===== config.mk =====
export PLATFORM = sky130hd
export DESIGN_NAME = ifns_ft_monitor_18
export DESIGN_NICKNAME = d
export VERILOG_FILES = /design/src/rtl/ifns_ft_monitor_18.sv
export SDC_FILE = /design/constraint.sdc
export NUM_CORES = 1
export LEC_CHECK = 0
export CORE_MARGIN = 5
export CORE_UTILIZATION = 45
export CTS_CLUSTER_DIAMETER = 100
export CTS_CLUSTER_SIZE = 20
export DETAILED_ROUTE_END_ITERATION = 16
export GPL_ROUTABILITY_DRIVEN = 0
export PLACE_DENSITY = 0.83
export REMOVE_ABC_BUFFERS = 1
export SKIP_LAST_GASP = 1
export SLEW_MARGIN = 5
export SYNTH_ARGS = -nofsm -noshare
export SYNTH_HDL_FRONTEND = slang
export SYNTH_SLANG_ARGS = --single-unit

===== constraint.sdc =====
create_clock -name clock -period 3.3 [get_ports clock]
set_input_delay 0.66 -clock clock [delete_from_list [all_inputs] [get_ports clock]]
set_output_delay 0.66 -clock clock [all_outputs]
set_load 0.02 [all_outputs]

===== src/rtl/ifns_ft_monitor_18.sv =====
// Forbidden-transition monitor for the registered IFNS encoder codeword stream.
// Flags adjacent wires switching in opposite directions between consecutive accepted words.
module ifns_ft_monitor_18 #(
    parameter int unsigned WIDTH = 18,
    parameter int unsigned CNT_W = 16
) (
    input  logic               clock,
    input  logic               rst,
    input  logic               code_valid,
    input  logic [WIDTH:1]     codein,
    input  logic               clear,
    output logic               ft_valid,
    output logic               ft_flag,
    output logic [WIDTH-1:1]   ft_mask,
    output logic [CNT_W-1:0]   word_count,
    output logic [CNT_W-1:0]   viol_count,
    output logic               first_hit,
    output logic [CNT_W-1:0]   first_idx
);

    typedef enum logic {
        EMPTY = 1'b0,
        ARMED = 1'b1
    } state_t;

    state_t            state;
    logic [WIDTH:1]    prev;

    logic [WIDTH:1]    rise;
    logic [WIDTH:1]    fall;
    logic [WIDTH-1:1]  mask_c;
    logic              viol_c;

    logic [CNT_W-1:0]  wc_base;
    logic [CNT_W-1:0]  vc_base;
    logic [CNT_W-1:0]  idx_base;
    logic              hit_base;
    logic [CNT_W-1:0]  wc_inc;
    logic [CNT_W-1:0]  vc_inc;

    always_comb begin
        rise   = ~prev & codein;
        fall   = prev & ~codein;
        mask_c = '0;
        for (int unsigned k = 1; k < WIDTH; k++) begin
            mask_c[k] = (rise[k] & fall[k+1]) | (fall[k] & rise[k+1]);
        end
        viol_c = |mask_c;
    end

    // clear zeroes the bookkeeping first, so a coincident word counts as the first one
    always_comb begin
        wc_base  = clear ? '0   : word_count;
        vc_base  = clear ? '0   : viol_count;
        idx_base = clear ? '0   : first_idx;
        hit_base = clear ? 1'b0 : first_hit;
        wc_inc   = (wc_base == '1) ? wc_base : wc_base + 1'b1;
        vc_inc   = (vc_base == '1) ? vc_base : vc_base + 1'b1;
    end

    always_ff @(posedge clock) begin
        if (rst) begin
            state      <= EMPTY;
            prev       <= '0;
            ft_valid   <= 1'b0;
            ft_flag    <= 1'b0;
            ft_mask    <= '0;
            word_count <= '0;
            viol_count <= '0;
            first_hit  <= 1'b0;
            first_idx  <= '0;
        end else begin
            ft_valid   <= 1'b0;
            word_count <= wc_base;
            viol_count <= vc_base;
            first_hit  <= hit_base;
            first_idx  <= idx_base;
            if (code_valid) begin
                word_count <= wc_inc;
                prev       <= codein;
                state      <= ARMED;
                if (state == ARMED) begin
                    ft_valid <= 1'b1;
                    ft_flag  <= viol_c;
                    ft_mask  <= mask_c;
                    if (viol_c) begin
                        viol_count <= vc_inc;
                        if (!hit_base) begin
                            first_hit <= 1'b1;
                            first_idx <= wc_base;
                        end
                    end
                end
            end
        end
    end

endmodule


# --- After elaboration in Yosys (flattened, before gate mapping) ---
# Cells that the tools add are included.
op_classes:
  addsub: 2
  n_eq_ne: 2
  muxes: 18
  bitwise: 56
  n_reduce_logical: 3
ops:
  columns: ["op", "count"]
  rows:
  - ["16-bit two-way mux", 13]
  - ["18-bit bitwise AND", 2]
  - ["18-bit inverter", 2]
  - ["1-bit bitwise AND", 34]
  - ["16-bit by 1-bit adder with 16-bit output (second input constant)", 2]
  - ["16-bit equality test (second input constant)", 2]
  - ["1-bit OR", 17]
  - ["17-bit OR reduction", 1]
  - ["1-bit two-way mux", 5]
  - ["2-bit AND reduction", 1]
  - ["2-bit OR reduction", 1]
  - ["1-bit inverter", 1]
word_totals:
  ff_bits: 87
  inputBits: 22
  out_inout_bits: 68
  wordCells: 90

# --- Logic depth before layout (Yosys ltp) ---
depth:
  ltp_word: 8
  depth_mapped: 10

# --- Least setup slack after synthesis ---
# No wires, ideal clock.
synth_path:
  path_kind: "input to register"
  from: "input port clear"
  to: "register viol_count[10]"
  setup_time_ps: 121
  arrival_time_ps: 2466
  required_ps: 3179
  slack_ps: 713
  stages: 10
  n_path_buf: 2
  cell_sequence: "clkbuf_1 > nor2b_1 > ha_1 > and4b_1 > nand4_1 > or2_1 > buf_2 > and2_1 > nand4_1 > mux2_2"
synth_via:
  elab_chain_len: 6
  word_cells_on_any_way: 7
  cone_classes: "add/sub (1); eq/ne (1); mux (5)"
synth_rtl:
  columns: ["item", "line", "source"]
  rows:
  - ["start, declared", "11", "input logic clear,"]
  - ["16-bit two-way mux *", "54", "vc_base = clear ? '0 : viol_count;"]
  - ["16-bit by 1-bit adder with 16-bit output or 16-bit equality test (tied branches)", "58", "vc_inc = (vc_base == '1) ? vc_base : vc_base + 1'b1;"]
  - ["16-bit two-way mux", "58", null]
  - ["16-bit two-way mux", "86", "if (viol_c) begin"]
  - ["16-bit two-way mux", "82", "if (state == ARMED) begin"]
  - ["16-bit two-way mux *", "78", "if (code_valid) begin"]
  - ["end signal, assigned", "75", "viol_count <= vc_base;"]
  - ["end signal, assigned", "87", "viol_count <= vc_inc;"]
  - ["end, declared", "16", "output logic [CNT_W-1:0] viol_count,"]
# Every way passes the cells marked *; elsewhere a longest branch is shown, timed or not.
# A chain may end at the register's enable or synchronous reset.

# --- Worst setup path in the final report ---
layout_path:
  from: "input port codein[10] (netlist bit)"
  to: "register viol_count[10]"
layout_via:
  elab_chain_len: 8
  word_cells_on_any_way: 13
  cone_classes: "mux (3); bitwise (9); reduce/logical (1)"
layout_rtl:
  columns: ["item", "line", "source"]
  rows:
  - ["start, declared", "10", "input logic [WIDTH:1] codein,"]
  - ["18-bit inverter", "43", "fall = prev & ~codein;"]
  - ["18-bit bitwise AND", "43", null]
  - ["1-bit bitwise AND", "46", "mask_c[k] = (rise[k] & fall[k+1]) | (fall[k] & rise[k+1]);"]
  - ["1-bit OR", "46", null]
  - ["17-bit OR reduction *", "48", "viol_c = |mask_c;"]
  - ["16-bit two-way mux *", "86", null]
  - ["16-bit two-way mux *", "82", null]
  - ["16-bit two-way mux *", "78", null]
# Marks and branches as above.

==> run_results.csv <==
group,metric,value,unit
sta,min_period,2.91,ns
clock_tree,clk_latency,0.36,ns
sta,clock.fmax,344,MHz
routing,wl_met2,4.68,mm
sta,worstMarginPinSlew,1.15,ns
logic_synthesis,netlist.top_cell.by_area,"dfxtp_1",
critical_path,crit_required,3.56,ns
floorplan,chipHeight,104,um
layout,nets,556,
sta,final-setup-viol-count,0,
placed_design,io_buffers,89,
grt,grt_max_degree,36,
routing,routed_wl,9.83,mm
grt,grt_pass1_vias,3535,
logic_synthesis,netlist_instances,442,
logic_synthesis,avgSynthCellArea,8.92,sq um
sta,tns,0,ns
power,swShare,0.281,
routing,drtIter0Drc,166,
min_path,worst_hold_path_type,"reg2reg",
logic_synthesis,synth_edf_count,0,
grt,grt_usage,0.182,
layout,fillerInstances,750,
critical_path,cpMostUsedCell,"nand4_1",
logic_synthesis,ys_async_sr_fraction,0,
routing,met1_length,4.33,mm
logic_synthesis,yosysTopAreaCellShare,0.442,
sta,drv_slew,0,
logic_synthesis,synthAdderAreaFrac,0.00635,
logic_synthesis,synth_top_family_by_area,"simple AND/OR/NAND/NOR gates",
power,power.net_switching,0.000592,W
clock_tree,cts_resized,0,
floorplan,dieArea,10700,sq um
critical_path,path_cells,"clkdlybuf4s50_1 -> nor2b_1 -> a22oi_1 -> nand4_1 -> nor3_2 -> a21oi_1 -> nand4_1 -> mux2_2",
routing,top_layer_used,"met4",
sta,slew_headroom,0.234,
clock_tree,post_cts_buffers,0,
clock_tree,clk_pin_slew,0.10,ns
clock_tree,clockRootBuffer,"clkbuf_8",
layout,drive_gt1_frac,0.0652,
clock_tree,h-tree-depth,3,
flow_run,max_cap_violations,0,
logic_synthesis,synth-seq-cells,87,
floorplan,io_pins,90,
power,leakage,1.93,nW
logic_synthesis,synthXorXnorAreaFrac,0.0355,
clock_tree,cts_hold_buf,0,
floorplan,rows,34,
critical_path,cp_top_family,"compound AO/OA/AOI/OAI gates",
floorplan,start_util,0.457,
layout,final_core_util,0.596,
logic_synthesis,netlist_area,3940,sq um
layout,antenna_cells,0,
critical_path,cp_max_fo,15,
critical_path,cp_slowest_cell,"a21oi_1",
critical_path,cp-start-kind,"input pin",
logic_synthesis,netlist-cell-type-count,49,
status,outcome,"completed",
routing,viasPerCell,5.48,
critical_path,worst_setup_path_end_kind,"register",
power,power_density,409,nW/um^2
layout,area_delta_synth_final,30.5,%
grt,grt_pass1_wl,16.7,mm
critical_path,cp_data_arrival_time,3.17,ns
power,p_int,0.00151,W
routing,vias,3537,
power,power_frac_clock,0.349,
placed_design,hpwl,7.12,mm
floorplan,core_area,8640,sq um
routing,wl_met3,679,um
logic_synthesis,ys_seq_area_frac,0.442,
clock_tree,numCtsBuffers,9,
routing,drcViolationCount,0,
sta,fin_worst_skew,0.0193,ns
logic_synthesis,synth_mux_area_frac,0.0996,
routing,dr.pass1.iters,4,
logic_synthesis,yosys_warnings,0,
power,ir_worst_vdd,0.000281,V
logic_synthesis,synth_compound_area_frac,0.115,
sta,hold_violations,0,
power,pwr-share-comb,0.128,
critical_path,critPathKind,"in2reg",
floorplan,die_w,104,um
grt,antenna_found_initial,0,
critical_path,critPathBufInv,1,
logic_synthesis,synth_flop_cell,"dfxtp_1",
clock_tree,cts_sinks,87,
power,seq_power_share,0.523,
critical_path,slowest_delay,0.88,ns
routing,wire_per_inst,15.2,um
logic_synthesis,yosys-top-cells-area,"dfxtp_1 (44%), mux2i_1 (9.4%), nor2_1 (7.4%), nor2b_1 (5.7%), a211oi_1 (3.2%)",
logic_synthesis,synth-simple-area-share,0.271,
clock_tree,clock_path_buffers,2,
routing,antenna_left,0,
clock_tree,cts_tree,"built",
sta,period_share,0.882,
sta,rsz0062_at_grt,"no",
grt,gr-total-overflow,0,
[cells by family after synthesis]
| family | Yosys count |
|---|---|
| buf+inv | 27 |
| flops | 87 |
| xor+xnor | 16 |
| compound gates | 63 |
| simple gates | 208 |
| mux | 39 |
| fa+ha+maj | 2 |
[path summary, 6_finish.rpt]
kind              slack [ns]  depth (start not counted)  startpoint              to
setup / recovery        0.39                          8  codein[10]  viol_count[10]
hold reg to reg         0.47                          2     ft_flag         ft_flag
setup reg to reg        0.85                          7     prev[5]  viol_count[10]
hold / removal          0.47                          2     ft_flag         ft_flag
[tightest hold or removal path, cell delays in order, from the launching register on]
cell	delay (ns)
dfxtp_1	0.32
nand2_1	0.05
a21oi_1	0.06
[stage by stage]
step                hold slack (ns)  std cells  setup WS [ns]  cell area [sq um]  total power [W]
floorplan                     0.447        421          0.654               3840          0.00126
global placement              0.445        629          0.129               4950          0.00139
detailed placement            0.457        629        0.00946               4950          0.00139
CTS                           0.474        645          0.411               5140          0.00212
global route                  0.496        645          0.251               5140          0.00221
finish                        0.470        645          0.389               5140          0.00211
[synth_stat cells, types with 2 or more instances]
cell type / n
or3_1: 6
ha_1: 2
and4b_1: 2
nand3_1: 14
o21ai_0: 2
o21a_1: 2
mux2_2: 2
a31oi_1: 3
a22oi_1: 15
and2_1: 3
xor2_1: 7
nand2_1: 25
buf_1: 2
and4_1: 3
nor2b_1: 36
nor2_1: 78
and3_1: 10
nor3b_1: 2
a211oi_1: 17
a21oi_1: 12
o211ai_1: 2
and2b_1: 4
xnor2_1: 9
dfxtp_1: 87
buf_6: 3
inv_1: 5
mux2i_1: 37
o311ai_0: 2
nand4_1: 16
clkbuf_1: 15
[sequential cells by signal, summed over array words and instances, names as in the netlist]
register and count:
prev 18, ft_mask 17, first_idx 16, viol_count 16, word_count 16, first_hit 1, ft_flag 1, ft_valid 1
state 1
[metal layers]
| layer | track usage | vias to the layer above |
|---|---|---|
| met4 | 0.0581 | 0 |
| met2 | 0.293 | 107 |
| li1 | - | 1742 |
| met3 | 0.0653 | 15 |
| met1 | 0.227 | 1673 |
| met5 | 0 | - |
[power groups by stage]
stage / clock network, W / logic (W) / registers [W]
2_1_floorplan: 0 / 0.000119 / 0.00114
3_3_place_gp: 0 / 0.000262 / 0.00112
3_5_place_dp: 0 / 0.000269 / 0.00112
4_1_cts: 0.000749 / 0.000271 / 0.00110
5_1_grt: 0.000808 / 0.000294 / 0.00111
6_report: 0.000735 / 0.000269 / 0.00110
[final cells by class]
| class | instances | area (sq um) | share of cell area |
|---|---|---|---|
| Multi-Input combinational cell | 328 | 2080 | 0.405 |
| Sequential cell | 87 | 1740 | 0.339 |
| Timing Repair Buffer | 100 | 968 | 0.188 |
| Clock buffer | 10 | 138 | 0.0268 |
| Tap cell | 108 | 135 | 0.0263 |
| Clock inverter | 6 | 55.1 | 0.0107 |
| Inverter | 6 | 22.5 | 0.00438 |
[layout by cell type, fill, tap and decap left out, types with 4 or more instances in the layout]
cell type / n
clkdlybuf4s50_1: 88
dfxtp_1: 87
nor2_1: 78
mux2i_1: 37
nor2b_1: 36
nand2_1: 25
a211oi_1: 17
nand4_1: 16
a22oi_1: 15
nand3_1: 14
a21oi_1: 12
buf_4: 11
and3_1: 10
clkbuf_8: 10
xnor2_1: 9
xor2_1: 7
or3_1: 6
inv_1: 5
inv_6: 5
and2b_1: 4
(Power assumes the default switching activity.)
==> edit, RTL diff (same settings) <==
Make the reset (`rst`) asynchronous in one clocked block.
--- a/src/rtl/ifns_ft_monitor_18.sv
+++ b/src/rtl/ifns_ft_monitor_18.sv
@@ -58,7 +58,7 @@
         vc_inc   = (vc_base == '1) ? vc_base : vc_base + 1'b1;
     end
 
-    always_ff @(posedge clock) begin
+    always_ff @(posedge clock or posedge rst) begin
         if (rst) begin
             state      <= EMPTY;
             prev       <= '0;
Formal check against the unedited RTL: differs if rst is asserted again (counterexample within 4 cycles, from zero or initial values and one cycle with rst high); with rst held inactive, the same outputs for 4 cycles.
==> edit against the original RTL <==
Wire length shrank 2.7%. Design area grew 6.7%. Setup slack gained 100 ps. Clock skew shrank 4.3 ps. Area after synthesis grew 7.6%. Power grew 11%. Via count shrank 7.3%. Sequential cell count is the same. Critical endpoint is now first_idx[9]. Largest cell class is now sequential cells. Largest power group unchanged.
==> edit: results (changes against the original RTL) <==
clock buffer count 11 (+1); Synth area leaders dfrtp_1 51%, mux2_2 6.1%, nor2b_1 4.7%; clk_lat worst skew 350 ps; Fillers 749 (-0.13%); clock-pin slew on the worst setup and hold paths 80 ps (-20 ps); max incr delay on CP 900 ps (+20 ps); Initial DRC Count 180 (+8.4%); Netlist cell types 47 (-4.1%); # diodes 0 (unchanged); final routed wire length divided by cell count 15.35 um (+0.69%); Mean Syn Cell Area 10.67 um2 (+20%); Lkg Pwr 0.002305 uW (+19%); DRT Pass-1 Iters 4 (unchanged); Setup Buffers After CTS 0 (unchanged); top flop regs prev: 18 flops, ft_mask: 17 flops; via count 3278 (-7.3%); clk cell area share 3.921% (+0.18 points); H-tree depth 3 (unchanged); Signal inverters 7 (+1); Arr. time, crit path 3030 ps (-140 ps); switch share 27.21% (-0.91 points); fraction of layout cells with a size suffix above 1 12.96% (+6.4 points); buffer share of cell area 17.14% (-1.7 points); sequential fraction of the synthesis area 51.28% (+7.1 points); Hold WC Path Type flop to flop; CP delay by family, top compound AO/OA/AOI/OAI gates; Clock Path Buffers 2 (unchanged); sequential cell area share 39.66% (+5.8 points); first-pass GRT wire length 15980 um (-4.2%); crit path max fanout 16 (+1); total CTS buffers 9 (unchanged); Async SR Flop Fraction 100.0% (+100 points); multi-input logic cell count 291 (-11%); Detailed Route WL 9560 um (-2.7%); Final Skew 14.95 ps (-4.331 ps); Synth top cells by count 87 x dfrtp_1, 43 x nor2_1, 34 x nand2_1, 32 x nor2b_1, 23 x mux2_2; PnR worst setup slack 490.4 ps (+101.0 ps); Seq cells 87 (unchanged); Yosys warnings 0 (unchanged); multi-input logic area 0.001967 mm2 (-5.6%); GRT Resource Usage Total 17.33% (-0.89 points); CTS root buf clkbuf_8; placed cell count 607 (-3.5%); status finished clean; nonclk buf count 93 (-7.0%); # resized after CTS 0 (unchanged); largest net degree at the start of global routing 51 (+42%); initial antenna violation count 0 (unchanged); IO Port Bufs 89 (unchanged); Worst VDD drop 0.2816 mV (about the same); Slew @ Worst Pin 1075 ps (-73.61 ps); nets@finish 513 (-7.7%); HPWL Detailed 7073 um (-0.64%); critical path's slowest cell a211oi_4; worst slack at placement 109.7 ps (+100.2 ps)
[edit: changes by cell type after synthesis, moves of 19 or more]
cell,before,now
mux2_2,2,23
dfrtp_1,0,87
nor2_1,78,43
mux2i_1,37,18
dfxtp_1,87,0
[edit: routing by layer]
| layer | GRT usage (%) | vias up | part of all wire, % |
|---|---|---|---|
| li1 | - | 1559 | - |
| met2 | 28.24 | 89 | 48 |
| met4 | 6.301 | 0 | 1.2 |
| met1 | 22.31 | 1620 | 45 |
| met5 | 0 | - | 0 |
| met3 | 4.395 | 10 | 6.2 |
[edit: kinds of logic after synthesis]
family / Yosys count / synth area share (%)
xor gates and xnor gates: 21 / 4.333
adders and majority gates: 2 / 0.5894
muxes: 41 / 10.34
AOI/OAI and AO/OA: 50 / 8.429
and+or+nand+nor: 177 / 22.63
buffers and inverters: 20 / 2.387
DFF: 87 / 51.28
[edit: worst paths after layout]
path / slack (ps) / startpoint / depth (start not counted) / to
worst min-delay path: 470 / state / 1 / state
min in group asynchronous: 720 / rst / 2 / word_count[14]
worst min register to register: 470 / state / 1 / state
worst max register to register: 910 / prev[17] / 7 / first_idx[9]
worst max-delay path: 490 / codein[17] / 8 / first_idx[9]
max in group asynchronous: 1900 / rst / 3 / first_hit
[edit: power groups by stage]
stage                     sequential (uW)  clock, uW  combinational [uW]
final                                1170        779                 390
after detailed placement             1190          0                 394
after floorplan                      1220          0                 183
after global placement               1180          0                 386
after global routing                 1180        852                 423
after CTS                            1170        806                 396
[edit: metrics by stage]
step | util [%] | instance area (um2)
after global routing | 59.40 | 5489
after global placement | 57.08 | 5274
after detailed placement | 57.08 | 5274
final | 59.40 | 5489
after floorplan | - | 4170
after CTS | 59.40 | 5489
